`config.mk`:
```
export PLATFORM = sky130hd
export DESIGN_NAME = instr_fetch_flat
export DESIGN_NICKNAME = d
export VERILOG_FILES = /design/src/rtl/instr_fetch_pkg.sv /design/src/rtl/instr_fetch_if.sv /design/src/rtl/instr_fetch_fifo.sv /design/src/rtl/instr_fetch.sv /design/src/flat_wrapper.sv
export SDC_FILE = /design/constraint.sdc
export NUM_CORES = 1
export LEC_CHECK = 0
export BUFFER_PORTS_ARGS = -buffer_cell sky130_fd_sc_hd__buf_2
export CORE_MARGIN = 1.5
export CORE_UTILIZATION = 45
export DETAILED_ROUTE_END_ITERATION = 10
export GPL_ROUTABILITY_DRIVEN = 0
export HOLD_SLACK_MARGIN = 0.15
export PLACE_DENSITY = 0.78
export RECOVER_POWER = 25
export SYNTH_ARGS = -nofsm -noshare
export SYNTH_HDL_FRONTEND = slang
export SYNTH_HIERARCHICAL = 1
export SYNTH_SLANG_ARGS = --single-unit
```
`constraint.sdc`:
```
create_clock -name clk -period 6.2 [get_ports clk]
set_input_delay 1.24 -clock clk [delete_from_list [all_inputs] [get_ports clk]]
set_output_delay 1.24 -clock clk [all_outputs]
set_load 0.02 [all_outputs]
```
`src/rtl/instr_fetch_pkg.sv`:
```
// Shared fetch types: PC select encoding, raw instruction word, fetch FSM states.
package Common;

    typedef logic [31:0] uint32;
    typedef uint32       raw_instr_t;

    typedef enum logic [2:0] {
        PC_PLUS_4 = 3'd0,
        PC_BRANCH = 3'd1,
        PC_JUMP   = 3'd2,
        PC_MTVEC  = 3'd3,
        PC_MEPEC  = 3'd4
    } pc_next_t;

    typedef enum logic {
        FETCH_RUN,
        FETCH_MISALIGN
    } fetch_state_t;

    localparam uint32 FETCH_RESET_PC = 32'h0000_0000;

    function automatic logic word_misaligned(input uint32 addr);
        return addr[1:0] != 2'b00;
    endfunction

endpackage

```
`src/rtl/instr_fetch_if.sv`:
```
// Fetch unit bus bundle: memory request/response, decoder output, redirect inputs, fault status.
interface instr_fetch_if;
  import Common::*;

  logic       mem_req_valid;
  logic       mem_req_ready;
  uint32      mem_req_addr;
  logic       mem_rsp_valid;
  uint32      mem_rsp_data;
  logic       instr_valid;
  logic       instr_ready;
  raw_instr_t instr;
  uint32      instr_pc;
  logic       redirect;
  logic [2:0] pc_sel;
  uint32      branch_target;
  uint32      jump_target;
  uint32      mtvec;
  uint32      mepc;
  logic       fetch_misaligned;
  uint32      misaligned_addr;

  modport master (
    output mem_req_valid, mem_req_addr, instr_valid, instr, instr_pc,
           fetch_misaligned, misaligned_addr,
    input  mem_req_ready, mem_rsp_valid, mem_rsp_data, instr_ready,
           redirect, pc_sel, branch_target, jump_target, mtvec, mepc
  );

  modport slave (
    input  mem_req_valid, mem_req_addr, instr_valid, instr, instr_pc,
           fetch_misaligned, misaligned_addr,
    output mem_req_ready, mem_rsp_valid, mem_rsp_data, instr_ready,
           redirect, pc_sel, branch_target, jump_target, mtvec, mepc
  );

endinterface

```
`src/rtl/instr_fetch_fifo.sv`:
```
// Synchronous word FIFO holding fetched instructions; head is shown combinationally.
// Push into a full FIFO is legal only together with a pop; clear empties it in one cycle.
module fetch_fifo #(
  parameter int DEPTH = 2,
  localparam int CW = $clog2(DEPTH + 1),
  localparam int PW = (DEPTH > 1) ? $clog2(DEPTH) : 1
) (
  input  logic          clk,
  input  logic          rst,
  input  logic          push,
  input  logic          pop,
  input  logic          clear,
  input  logic [31:0]   data,
  output logic [CW-1:0] count,
  output logic [31:0]   head
);

  logic [31:0]   mem [DEPTH];
  logic [PW-1:0] rd_ptr, wr_ptr;
  logic          pop_ok, push_ok;

  assign pop_ok  = pop && (count != '0);
  assign push_ok = push && ((count != CW'(DEPTH)) || pop_ok);
  assign head    = mem[rd_ptr];

  always_ff @(posedge clk or posedge rst) begin
    if (rst) begin
      rd_ptr <= '0;
      wr_ptr <= '0;
      count  <= '0;
    end else if (clear) begin
      rd_ptr <= '0;
      wr_ptr <= '0;
      count  <= '0;
    end else begin
      if (push_ok) wr_ptr <= (wr_ptr == PW'(DEPTH - 1)) ? '0 : wr_ptr + 1'b1;
      if (pop_ok)  rd_ptr <= (rd_ptr == PW'(DEPTH - 1)) ? '0 : rd_ptr + 1'b1;
      count <= count + CW'(push_ok) - CW'(pop_ok);
    end
  end

  always_ff @(posedge clk) begin
    if (push_ok && !clear) mem[wr_ptr] <= data;
  end

endmodule

```
`src/rtl/instr_fetch.sv`:
```
// Fetch unit: issues word reads, buffers responses, delivers instructions to decode.
// Redirects flush the buffer and drop responses to requests issued before the redirect.
module instr_fetch
  import Common::*;
#(
  parameter uint32 RESET_PC = FETCH_RESET_PC,
  parameter int    DEPTH    = 2
) (
  input logic          clk,
  input logic          rst,
  instr_fetch_if.master bus
);

  localparam int CW = $clog2(DEPTH + 1);

  fetch_state_t  state, state_nxt;
  uint32         fetch_pc, head_pc, target, mis_addr_q;
  logic [CW-1:0] outstanding, discard, count;
  logic [CW:0]   occupancy;
  raw_instr_t    head;
  logic          take, tgt_bad, running, req_fire, rsp_keep, push, pop, mis_q;

  always_comb begin
    take   = 1'b0;
    target = fetch_pc;
    case (pc_next_t'(bus.pc_sel))
      PC_BRANCH: begin take = bus.redirect; target = bus.branch_target; end
      PC_JUMP:   begin take = bus.redirect; target = bus.jump_target;   end
      PC_MTVEC:  begin take = bus.redirect; target = bus.mtvec;         end
      PC_MEPEC:  begin take = bus.redirect; target = bus.mepc;          end
      default:   ;
    endcase
  end

  assign tgt_bad   = word_misaligned(target);
  assign running   = (state == FETCH_RUN);
  assign occupancy = {1'b0, outstanding} + {1'b0, count};

  assign bus.mem_req_valid    = running && !bus.redirect && (occupancy < (CW+1)'(DEPTH));
  assign bus.mem_req_addr     = fetch_pc;
  assign bus.instr_valid      = running && !bus.redirect && (count != '0);
  assign bus.instr            = head;
  assign bus.instr_pc         = head_pc;
  assign bus.fetch_misaligned = mis_q;
  assign bus.misaligned_addr  = mis_addr_q;

  assign req_fire = bus.mem_req_valid && bus.mem_req_ready;
  assign rsp_keep = bus.mem_rsp_valid && (discard == '0);
  assign push     = rsp_keep && !take;
  assign pop      = bus.instr_valid && bus.instr_ready;

  fetch_fifo #(.DEPTH(DEPTH)) u_fifo (
    .clk   (clk),
    .rst   (rst),
    .push  (push),
    .pop   (pop),
    .clear (take),
    .data  (bus.mem_rsp_data),
    .count (count),
    .head  (head)
  );

  always_comb begin
    state_nxt = state;
    if (take) state_nxt = tgt_bad ? FETCH_MISALIGN : FETCH_RUN;
  end

  always_ff @(posedge clk or posedge rst) begin
    if (rst) state <= FETCH_RUN;
    else     state <= state_nxt;
  end

  always_ff @(posedge clk or posedge rst) begin
    if (rst) begin
      fetch_pc    <= RESET_PC;
      head_pc     <= RESET_PC;
      outstanding <= '0;
      discard     <= '0;
      mis_q       <= 1'b0;
      mis_addr_q  <= '0;
    end else if (take) begin
      fetch_pc    <= target;
      head_pc     <= target;
      outstanding <= '0;
      // Every request still in flight becomes stale, minus the one landing right now.
      discard     <= discard + outstanding - CW'(bus.mem_rsp_valid);
      mis_q       <= tgt_bad;
      if (tgt_bad) mis_addr_q <= target;
    end else begin
      if (req_fire) fetch_pc <= fetch_pc + 32'd4;
      if (pop)      head_pc  <= head_pc + 32'd4;
      outstanding <= outstanding + CW'(req_fire) - CW'(rsp_keep);
      if (bus.mem_rsp_valid && (discard != '0)) discard <= discard - 1'b1;
    end
  end

endmodule
```
`src/flat_wrapper.sv`:
```
// flat-port wrapper written by rule: the top's interface ports become plain ports
module instr_fetch_flat import Common::*;
#(
  parameter uint32 RESET_PC = FETCH_RESET_PC,
  parameter int    DEPTH    = 2
)
  (clk, rst, bus_mem_req_valid, bus_mem_req_addr, bus_instr_valid, bus_instr, bus_instr_pc, bus_fetch_misaligned, bus_misaligned_addr, bus_mem_req_ready, bus_mem_rsp_valid, bus_mem_rsp_data, bus_instr_ready, bus_redirect, bus_pc_sel, bus_branch_target, bus_jump_target, bus_mtvec, bus_mepc);
  instr_fetch_if bus_i ();
  input logic clk;
  input logic rst;
  output wire logic [$bits(bus_i.mem_req_valid)-1:0] bus_mem_req_valid;
  output wire logic [$bits(bus_i.mem_req_addr)-1:0] bus_mem_req_addr;
  output wire logic [$bits(bus_i.instr_valid)-1:0] bus_instr_valid;
  output wire logic [$bits(bus_i.instr)-1:0] bus_instr;
  output wire logic [$bits(bus_i.instr_pc)-1:0] bus_instr_pc;
  output wire logic [$bits(bus_i.fetch_misaligned)-1:0] bus_fetch_misaligned;
  output wire logic [$bits(bus_i.misaligned_addr)-1:0] bus_misaligned_addr;
  input wire logic [$bits(bus_i.mem_req_ready)-1:0] bus_mem_req_ready;
  input wire logic [$bits(bus_i.mem_rsp_valid)-1:0] bus_mem_rsp_valid;
  input wire logic [$bits(bus_i.mem_rsp_data)-1:0] bus_mem_rsp_data;
  input wire logic [$bits(bus_i.instr_ready)-1:0] bus_instr_ready;
  input wire logic [$bits(bus_i.redirect)-1:0] bus_redirect;
  input wire logic [$bits(bus_i.pc_sel)-1:0] bus_pc_sel;
  input wire logic [$bits(bus_i.branch_target)-1:0] bus_branch_target;
  input wire logic [$bits(bus_i.jump_target)-1:0] bus_jump_target;
  input wire logic [$bits(bus_i.mtvec)-1:0] bus_mtvec;
  input wire logic [$bits(bus_i.mepc)-1:0] bus_mepc;
  assign bus_mem_req_valid = bus_i.mem_req_valid;
  assign bus_mem_req_addr = bus_i.mem_req_addr;
  assign bus_instr_valid = bus_i.instr_valid;
  assign bus_instr = bus_i.instr;
  assign bus_instr_pc = bus_i.instr_pc;
  assign bus_fetch_misaligned = bus_i.fetch_misaligned;
  assign bus_misaligned_addr = bus_i.misaligned_addr;
  assign bus_i.mem_req_ready = bus_mem_req_ready;
  assign bus_i.mem_rsp_valid = bus_mem_rsp_valid;
  assign bus_i.mem_rsp_data = bus_mem_rsp_data;
  assign bus_i.instr_ready = bus_instr_ready;
  assign bus_i.redirect = bus_redirect;
  assign bus_i.pc_sel = bus_pc_sel;
  assign bus_i.branch_target = bus_branch_target;
  assign bus_i.jump_target = bus_jump_target;
  assign bus_i.mtvec = bus_mtvec;
  assign bus_i.mepc = bus_mepc;
  instr_fetch #(.RESET_PC(RESET_PC), .DEPTH(DEPTH)) u_core (.clk(clk), .rst(rst), .bus(bus_i));
endmodule
```
# Word-level counts from Yosys, hierarchy flattened
# Memory sizes are Yosys's and may differ from the RTL's.
# Cells that the tools add are included.
# W data, S select, Z words.
classes:
  add_sub_neg: 12
  order_cmp: 1
  n_eq_ne: 5
  muxes: 19
  bitwise_logic: 1
  n_reduce_logical: 25
ops:
  columns: ["cell", "n"]
  rows:
  - ["$mux W32", 4]
  - ["$pmux W32 S4", 1]
  - ["$add A32 B3 Y32 const B", 2]
  - ["$reduce_bool A2 Y1", 8]
  - ["$logic_and A1 B1 Y1", 11]
  - ["$mux W1", 10]
  - ["$mux W2", 4]
  - ["$eq A3 B2 Y1 const B", 2]
  - ["$sub A2 B1 Y2", 3]
  - ["$add A2 B1 Y2", 2]
  - ["$reduce_or A4 Y1", 1]
  - ["$add A2 B2 Y3", 1]
  - ["$eq A3 B1 Y1 const B", 1]
  - ["$eq A3 B3 Y1 const B", 1]
  - ["$lt A3 B2 Y1 const B", 1]
  - ["$add A1 B1 Y1 const B", 2]
  - ["$add A2 B2 Y2", 1]
  - ["$logic_not A1 Y1", 2]
  - ["$logic_not A2 Y1", 1]
  - ["$ne A2 B2 Y1 const B", 1]
  - ["$reduce_and A2 Y1", 1]
  - ["$sub A2 B1 Y2 const B", 1]
  - ["$logic_or A1 B1 Y1", 1]
  - ["$not A1 Y1", 1]
totals:
  ff_bits: 106
  ram_bits: 64
  out_inout_bits: 131
  elab_cells: 74
  memories: 1
mem_list:
  columns: ["name", "words", "width", "rd", "rd_clocked_by_memory_dff", "wr", "line_no", "source"]
  rows:
  - ["u_core.u_fifo.mem", 2, 32, 1, 0, 1, "instr_fetch_fifo.sv:18", "logic [31:0] mem [DEPTH];"]

# Longest topological paths before layout
# Gate-level depths: netlist of the first run.
depth:
  depth_word: 10
  depth_mapped: 12
  ltp_nobuf: 11

# Modules after synthesis
# Netlist of the first run, hierarchy kept.
modules_own_cells:
  columns: ["module", "n_inst", "cells_per_inst", "area_each_um2"]
  rows:
  - ["instr_fetch", 1, 714, 6160.9]
  - ["fetch_fifo", 1, 122, 2544.9]

# Least setup slack after synthesis of the first run
# No wires, ideal clock.
synth_path:
  kind: "in2reg"
  start: "input bus_pc_sel[1]"
  end: "memory u_core.u_fifo.mem[1][0], enable pin"
  setup_ns: 0.468
  arrival_time_ns: 4.861
  required_time_ns: 5.732
  setup_slack_ns: 0.872
  stages: 8
  path_buffers: 3
  path_cell_list: "buf_2 -> nor3_1 -> or3_1 -> clkbuf_1 -> clkbuf_1 -> and2_1 -> o31ai_4 -> nor3b_1"
synth_between:
  elab_chain_cells: 9
synth_lines:
  columns: ["element", "line_no", "source"]
  rows:
  - ["start, declared", "flat_wrapper.sv:23", "input wire logic [$bits(bus_i.pc_sel)-1:0] bus_pc_sel;"]
  - ["$eq A3 B1 Y1, or another cell as far along", "instr_fetch.sv:26", "case (pc_next_t'(bus.pc_sel))"]
  - ["$reduce_or A4 Y1 (no source line) *", null, null]
  - ["$mux W1 *", "instr_fetch.sv:26", null]
  - ["$logic_not A1 Y1 *", "instr_fetch.sv:49", "assign push = rsp_keep && !take;"]
  - ["$logic_and A1 B1 Y1 *", "instr_fetch.sv:49", null]
  - ["via u_core.push", "instr_fetch.sv:21", "logic take, tgt_bad, running, req_fire, rsp_keep, push, pop, mis_q;"]
  - ["$logic_and A1 B1 Y1 *", "instr_fetch_fifo.sv:23", "assign push_ok = push && ((count != CW'(DEPTH)) || pop_ok);"]
  - ["$logic_and A1 B1 Y1 *", "instr_fetch_fifo.sv:43", "if (push_ok && !clear) mem[wr_ptr] <= data;"]
  - ["$mux W1 *", "instr_fetch_fifo.sv:43", null]
  - ["$mux W1 (implied by the code) *", "instr_fetch_fifo.sv:43", null]
  - ["end, declared", "instr_fetch_fifo.sv:18", null]
# The timed path passes the listed nets; every way through them passes the cells marked *.

# Final worst setup path of the first run
layout_path:
  start: "input bus_pc_sel[0]"
  end: "register u_core.mis_addr_q[31], in the netlist u_core/bus.misaligned_addr[31]"
layout_between:
  elab_chain_cells: 4
layout_lines:
  columns: ["element", "line_no", "source"]
  rows:
  - ["$eq A3 B3 Y1, or another cell as far along", "instr_fetch.sv:26", null]
  - ["$pmux W32 S4 / $reduce_or A4 Y1 (equally long branches)", null, null]
  - ["$reduce_bool A2 Y1 / $mux W1 (equally long branches)", "instr_fetch_pkg.sv:23, instr_fetch.sv:26", null]
  - ["$reduce_and A2 Y1 (no source line)", null, null]
  - ["end signal, assigned", "instr_fetch.sv:88", "if (tgt_bad) mis_addr_q <= target;"]
  - ["end, declared", "instr_fetch.sv:17", "uint32 fetch_pc, head_pc, target, mis_addr_q;"]
# Several ways; a longest one is shown, not always the timed one.
# A chain may end at the register's enable or synchronous reset.

==> results.txt, run 1 <==
- Sw Share: 37.0%
- Pwr Total: 0.00370 W
* Commonest cells after routing, fill and taps aside: buf_2 (283), dfrtp_1 (103), nand2_1 (92)
* Primary flip-flop cell chosen by synthesis mapping: dfrtp_1
* Violated checks: max-capacitance violations, max-slew violations
* Sum of routed wire length over all layers: 27,000 um
* Vias per cell: 5.70
* Ratio of cells with drive above 1 in the final layout: between 30% and 40%
- Worst path arrival time: 4.33 ns
- Final core utilization: 58.4%
- Hold is met by 0.475 ns.
- The share of total power dissipated in combinational logic is 29.1%.
- Num CTS Buffers: 17
* Max Fanout on Critical Path: 40
* Final setup violation count: 0
- Total global routing track utilization: a little over a quarter
* CTS resizes: 0
* Clk Tree Root Cell: clkbuf_16
- The netlist uses 58 different library cells.
- Number of enable flip-flop cells after synthesis: 64
* Kind of end point of the critical path: flop
- Clock period minus worst slack: around 4.0 ns
- Run status: finished with violations
- The final layout contains around 1,300 nets.
- The number of global-route vias before repair came to approximately 7,400.
- In this run the cell area of the synthesized design comes to slightly below 9000 um2.
- Syn_area_per_cell: 10.4 um2
- DPL Wire Length: 20,200 um
- In this run the worst hold path is classified as flop to flop.
- Largest incremental delay on the critical path: 0.96 ns
- The total area inside the core boundary comes to ~19,000 um2.
- For this block, the initial DRC count from the detailed router was 747.
- Die width: 142 um
- Most common library cell in the layout ignoring fill and taps: buf_2
- I/O pin cnt: 300
- The count of buffers added on input and output ports is 299.
- Clock tree from TritonCTS: done
- Dividing the detail-routed wire length by the instance count gives 19.5 um.
- The number of setup buffers added after CTS is 0.
- Number of placement rows: 50
- Number of antenna violations at the first check in global routing: 1
- Main combinational cell family by area after synthesis: simple AND/OR/NAND/NOR gates
* PD cells: 336 nW/um2
* Wire length of the first global-routing pass: about 41,000 um
- The area growth from synthesis to layout is 26.3%.
* Number of buffer and inverter instances along the worst setup path: 2
- Internal power comes to about 0.0023 W.
- Worst vdd ir: 0.238 mV
* RSZ-0062 raised after global routing: no
- Category of the most critical setup path: primary input to flop
* Area of the die: 20,200 um2
* Drt drc: 0
- The critical path goes through buf_2 -> nand2b_1 -> a211oi_1 -> o31ai_4 -> buf_4 -> mux2_2.
- The clock drives 167 sinks.
* Die height: between 100 and 150 um
- The later pin in the worst-skew pair is clocked with a latency of 0.43 ns.
* CTS Hold Buffers Added: 0
- STA puts the critical path data required time at 6.52 ns.
- Delay-heaviest family, CP: compound AO/OA/AOI/OAI gates
- The detailed router placed 7,905 vias in this run.
- Global routing finished with a remaining overflow of 0.
* Post-Synth Simple-Gate Area: 15.7%
- The number of slew-limit violations in the final report came to 44.
- The slowest stage of the critical path is the o31ai_4 cell.
- Post-synthesis share of cell area spent on full adders, half adders and majority gates: 1.52%
- For the pin with the worst max-slew slack, the measured transition is 1.92 ns.
* Clock tree skew after final layout: 0.00938 ns
* Total nets after synthesis: 1,015
* Synthesis-stage register bit count: 167
- After clock tree synthesis, the clock-pin slew on the worst setup and hold paths is 0.07 ns.
- For this run, asynchronously set or reset flops after synthesis account for 61.7%.
- YS warnings: 6
- Power share of the sequential group: 41.8%
* Maximum buffer depth of the clock tree: 2
- In the synthesized netlist, mux cells make up 8.38% of the area.
- Net switching power of the design: 0.00137 W
- Timing would allow up to 249 MHz.
- The share of total power dissipated in the clock network is 29.0%.
- Effective utilization at floorplan: 46.2%
* Reported leakage power: about 4.8 nW
* First drt pass iteration count: 5
* Xor/xnor share of the synthesized area: 4.33%
* Sequential share of the synthesized area: 51.7%
- Max cap viols: 1
* Setup TNS: 0 ns
- Final critical-path share of the clock period: between 60% and 70%
* Element type at the critical path start: primary input
- Entering global routing, the biggest net connects 58 pins.
* Max transition margin: -28.7%
- Hold violation total from the final report: 0
* Detail Route Antenna Nets: 0
* H-Tree Level Count: 4
- Synthesis produced 836 cells.
- Compound-gate portion of the synthesized area: between 10 and 15%
-- cell families after synthesis --
family,count (synthesis)
AOI/OAI and AO/OA,212
muxes,68
adders and majority gates,10
DFF,167
and+or+nand+nor,264
xor gates and xnor gates,43
buffers and inverters,72
-- synth_stat cells (4+ instances only) --
cell type | instances | share of area, %
a211oi_1 | 4 | 0.34
a21oi_1 | 54 | 3.1
a22oi_1 | 30 | 2.6
a31oi_1 | 4 | 0.29
and2_1 | 8 | 0.57
and3_1 | 9 | 0.65
and4_1 | 4 | 0.40
buf_1 | 5 | 0.22
buf_2 | 15 | 0.86
clkbuf_1 | 31 | 1.3
dfrtp_1 | 103 | 30
edfxtp_1 | 64 | 22
ha_1 | 9 | 1.3
inv_1 | 17 | 0.73
mux2_2 | 35 | 4.5
mux2i_1 | 32 | 3.7
nand2_1 | 92 | 4.0
nand2b_1 | 4 | 0.29
nand3_1 | 30 | 1.7
nand3b_1 | 4 | 0.34
nand4_1 | 18 | 1.3
nor2_1 | 38 | 1.6
nor2b_1 | 6 | 0.43
nor3_1 | 15 | 0.86
nor4_1 | 13 | 0.93
o211ai_1 | 9 | 0.78
o21ai_0 | 54 | 3.1
o21ai_1 | 7 | 0.40
o22ai_1 | 28 | 2.0
o311ai_0 | 9 | 0.91
or3_1 | 5 | 0.36
xnor2_1 | 32 | 3.2
xor2_1 | 11 | 1.1
-- cell type report --
type	count	area, um2
Tap cell	260	325
Multi-Input combinational cell	597	3930
Inverter	19	72.6
Clock buffer	17	425
Timing Repair Buffer	310	1560
Sequential cell	167	4500
Clock inverter	15	179
Antenna cell	1	2.50
Fill cell	1597	7840
-- worst paths after layout --
check | cells after the start | slack, ns | startpoint | end
worst max-delay path | 6 | 2.19 | bus_pc_sel[0] | u_core/bus.misaligned_addr[31]$_DFFE_PP0P_
worst min-delay path | 1 | 0.48 | u_core/bus.misaligned_addr[20]$_DFFE_PP0P_ | u_core/bus.misaligned_addr[20]$_DFFE_PP0P_
worst max register to register | 11 | 3.20 | u_core/u_fifo/count[0]$_DFF_PP0_ | u_core/outstanding[1]$_DFF_PP0_
worst min register to register | 1 | 0.48 | u_core/bus.misaligned_addr[20]$_DFFE_PP0P_ | u_core/bus.misaligned_addr[20]$_DFFE_PP0P_
max in group asynchronous | 3 | 3.41 | rst | u_core/bus.instr_pc[12]$_DFFE_PP0P_
min in group asynchronous | 2 | 0.68 | rst | u_core/u_fifo/count[1]$_DFF_PP0_
-- worst register-to-register path, cell delays in order (launching register included) --
cell,delay (ns)
dfrtp_1,0.47
and2_1,0.19
fa_1,0.48
nor4_4,0.46
and2_2,0.32
inv_1,0.11
ha_1,0.28
inv_1,0.04
ha_1,0.18
xor2_1,0.18
xnor2_1,0.14
nor2_1,0.05
-- state kept, by name (all words and copies together) (netlist names) --
signal	count
u_core/u_fifo/count	2
u_core/u_fifo/wr_ptr	1
u_core/bus.misaligned_addr	32
u_core/u_fifo/mem	64
u_core/bus.mem_req_addr	32
u_core/state	1
u_core/bus.instr_pc	30
u_core/u_fifo/rd_ptr	1
u_core/outstanding	2
u_core/discard	2
-- power by group through the flow --
stage,registers (W),clock network [W],logic (W)
2_1_floorplan,0.00168,0,0.000536
3_3_place_gp,0.00156,0,0.00105
3_5_place_dp,0.00156,0,0.00107
4_1_cts,0.00154,0.00109,0.00108
5_1_grt,0.00157,0.00114,0.00117
6_report,0.00155,0.00107,0.00108
-- through the flow --
stage | setup WS [ns] | instance area, um2 | instances
6_report | 2.19 | 11000 | 1386
5_1_grt | 1.94 | 11000 | 1386
4_1_cts | 2.26 | 11000 | 1385
3_5_place_dp | 1.78 | 10400 | 1353
3_3_place_gp | 1.94 | 10400 | 1353
2_1_floorplan | 0.872 | 8710 | 836
-- per-layer routing --
layer | GRT usage [%] | part of all wire, % | wire length [um]
met1 | 35.4 | 42 | 11200
met2 | 43.2 | 47 | 12700
met3 | 6.36 | 8.9 | 2400
met4 | 8.74 | 2.4 | 643
met5 | 0 | 0 | 0
Note: power is estimated with default switching activity, not from simulation.
==> run 2: changes to the inputs <==
==> constraint.sdc (replaced) <==
create_clock -name clk -period 4.1 [get_ports clk]
set_input_delay 0.82 -clock clk [delete_from_list [all_inputs] [get_ports clk]]
set_output_delay 0.82 -clock clk [all_outputs]
set_load 0.02 [all_outputs]
==> run 2 against run 1 <==
  * The run still ends with max-capacitance violations, max-slew violations left
  * Core utilization rose by 0.19 points
  * Critical path depth fell by 2
  * Global-route usage fell by 0.087 points
  * Hold slack got worse by 0.20 ns
  * Setup slack got worse by 1.2 ns
  * Sequential cell count did not move
  * Die area did not move
  * Via count fell by 0.10%
  * Routed wire length fell by 0.28%
  * Clock power rose by 51%
  * Sequential share of layout area fell by 0.13 points
  * Total power rose by 51%
  * Critical endpoint is now bus_mem_req_valid
  * Largest power group unchanged
==> results.txt, run 2 (same netlist as run 1, synthesis figures left out) <==
* Met2 wire length: 12,700 um (-0.35%)
- The register with the most flip-flops in the final layout is u_core/u_fifo/mem.
- The worst path uses between 70 and 80% of the clock period.
- The aggregate routed wire length came to 26,900 um (-0.28%).
* DR WL/cell: 19.4 um (-0.49%)
- Max cap viols: 1 (unchanged)
- The initial DRC count came to 928 (+24%).
- The number of global-route vias before repair was 7,394 (-0.014%).
* Number of diodes added for antenna fixing: 0 (-1)
- Reg2reg start: u_core/u_fifo/count[0]$_DFF_PP0_
* Worst Setup Slack, final: 0.943 ns (-1.24 ns)
- Number of antenna violations at the first check in global routing: 0 (-1)
- The leakage power total is 4.81 nW (+0.11%).
* Number of filler instances in the final layout: 1,593 (-0.25%)
- Timing-limited maximum frequency: 317 MHz
- The clock buffer count from CTS came to 17 (unchanged).
- Number of nets in the final layout: 1,295 (+0.31%)
- Source of the critical timing path: u_core/u_fifo/count[0]$_DFF_PP0_
- The worst-case clock skew came to 0.00757 ns (-0.00180 ns).
- In the layout the commonest cells are buf_2 (280), dfrtp_1 (103), nand2_1 (92).
* Ratio of cells with drive above 1 in the final layout: 33.7% (-0.12 points)
- The total overflow reported by the global router came to 0 (unchanged).
* Die width: 142 um (unchanged)
- Run status: finished with violations
- The setup-violating endpoint count in the final report is 0 (unchanged).
- The library cell used most frequently in the layout, excluding fill and tap cells, is buf_2.
* Setup repair bufs after CTS: 0 (unchanged)
- The worst setup path is launched from a flop.
- Flip-flop count of the largest register, all copies and words added: 64 (unchanged)
- The register-to-register setup slack was 1.10 ns (-2.10 ns).
* Clock period minus worst slack: 3.16 ns
- The final-report hold violation count came to 0 (unchanged).
- Drt drc: 0 (unchanged)
* Buffers added on ports: 299 (unchanged)
- The worst endpoint required time came to 3.28 ns (-3.24 ns).
- Clk Tree Root Cell: clkbuf_16
- Metal-1 WL: 11,500 um (+3.0%)
- TritonCTS built the clock tree.
- Category of the most critical setup path: flop to output pin
- The worst slack at placement is 0.606 ns (-1.18 ns).
* Largest net degree at the start of global routing: 61 (+5.2%)
- STA classifies the critical path endpoint as an output pin.
- Met3 Wirelength: 2150 um (-10%)
- Sink Count: 167 (unchanged)
* PD cells: 506 nW/um2 (+51%)
- Worst path arrival time: 2.34 ns (-1.99 ns)
* Final core utilization: 58.6% (+0.19 points)
- In this run the worst hold path is classified as primary input to async pin.
* Setup TNS: 0 ns (unchanged)
- The via density per instance is 5.69 (-0.32%).
* Detail Route Antenna Nets: 0 (unchanged)
* Later-pin clock latency in the skew report: 0.43 ns (about the same)
* CTS resizes: 0 (unchanged)
- The maximum buffer depth of the clock tree was 2 (unchanged).
- Die height: 142 um (unchanged)
- Slew @ Worst Pin: 2.26 ns (+0.337 ns)
- The core region area is 18,800 um2 (unchanged).
- The highest layer touched by signal routing is met4.
- The number of detailed-route iterations in the first pass is 5 (unchanged).
- DR vias: 7,897 (-0.10%)
* Count of pins over their slew limit: 50 (+14%)
- Worst vdd ir: 0.301 mV (+26%)
* Effective utilization at floorplan: 46.2% (unchanged)
* Area of the die: 20,200 um2 (unchanged)
- RSZ-0062 raised after global routing: no
* Number of placement rows: 50 (unchanged)
* Wire length of the first global-routing pass: 41,200 um (+0.44%)
- Register clock-pin slew on the reported worst setup and hold paths: 0.07 ns (about the same)
- The worst slew margin relative to its limit was -51.3% (-23 points).
- Max Fanout on Critical Path: 6 (-85%)
- The number of levels the H-tree was split into was 4 (unchanged).
- From synthesis to final layout, the design area changed by 26.7%.
- The all-layer global routing usage came to 26.6% (-0.087 points).
* CTS Hold Buffers Added: 0 (unchanged)
- Violated checks: max-capacitance violations, max-slew violations
* DPL Wire Length: 20,200 um (about the same)
- The boundary pin count is 300 (unchanged).
==> run 2: report_power, final <==
part           leakage (nW)  total (W)  internal, W  switching [W]
sequential             1.89    0.00234      0.00203       0.000309
combinational          2.63    0.00163     0.000619        0.00101
clock                 0.296    0.00162     0.000876       0.000744
total                  4.81    0.00558      0.00352        0.00206
==> run 2: path summary, 6_finish.rpt <==
| check | endpoint | cells after the start |
|---|---|---|
| min reg2reg | u_core/bus.misaligned_addr[17]$_DFFE_PP0P_ | 2 |
| min | u_core/u_fifo/count[1]$_DFF_PP0_ | 2 |
| max | bus_mem_req_valid | 4 |
| min in group clk | u_core/bus.misaligned_addr[17]$_DFFE_PP0P_ | 2 |
| max in group asynchronous | u_core/outstanding[1]$_DFF_PP0_ | 3 |
| max reg2reg | u_core/outstanding[1]$_DFF_PP0_ | 11 |
==> run 2: layout make-up <==
class | count | area (um2) | share of cell area, %
Inverter | 19 | 72.6 | 0.658
Multi-Input combinational cell | 597 | 3940 | 35.7
Tap cell | 260 | 325 | 2.95
Timing Repair Buffer | 314 | 1580 | 14.3
Clock inverter | 15 | 183 | 1.66
Clock buffer | 17 | 425 | 3.86
Sequential cell | 167 | 4500 | 40.8
==> run 2: stage by stage <==
step           power [W]  instances  cell area, um2  hold slack, ns
6_report         0.00558       1389           11000           0.276
5_1_grt          0.00585       1389           11000           0.278
3_3_place_gp     0.00395       1357           10400           0.457
4_1_cts          0.00560       1389           11100           0.291
3_5_place_dp     0.00399       1357           10400           0.460
2_1_floorplan    0.00334        836            8720           0.560
==> run 2: worst max-delay path, cell delays in order (launching register included) <==
cell     delay (ns)
dfrtp_1        0.46
and2_1         0.18
fa_1           0.49
nor4_4         0.50
buf_2          0.29
==> run 2: layer usage <==
metal	track usage, %	vias up
met5	0	-
met4	7.76	0
met1	37.2	3818
li1	-	3664
met2	42.2	378
met3	5.18	37
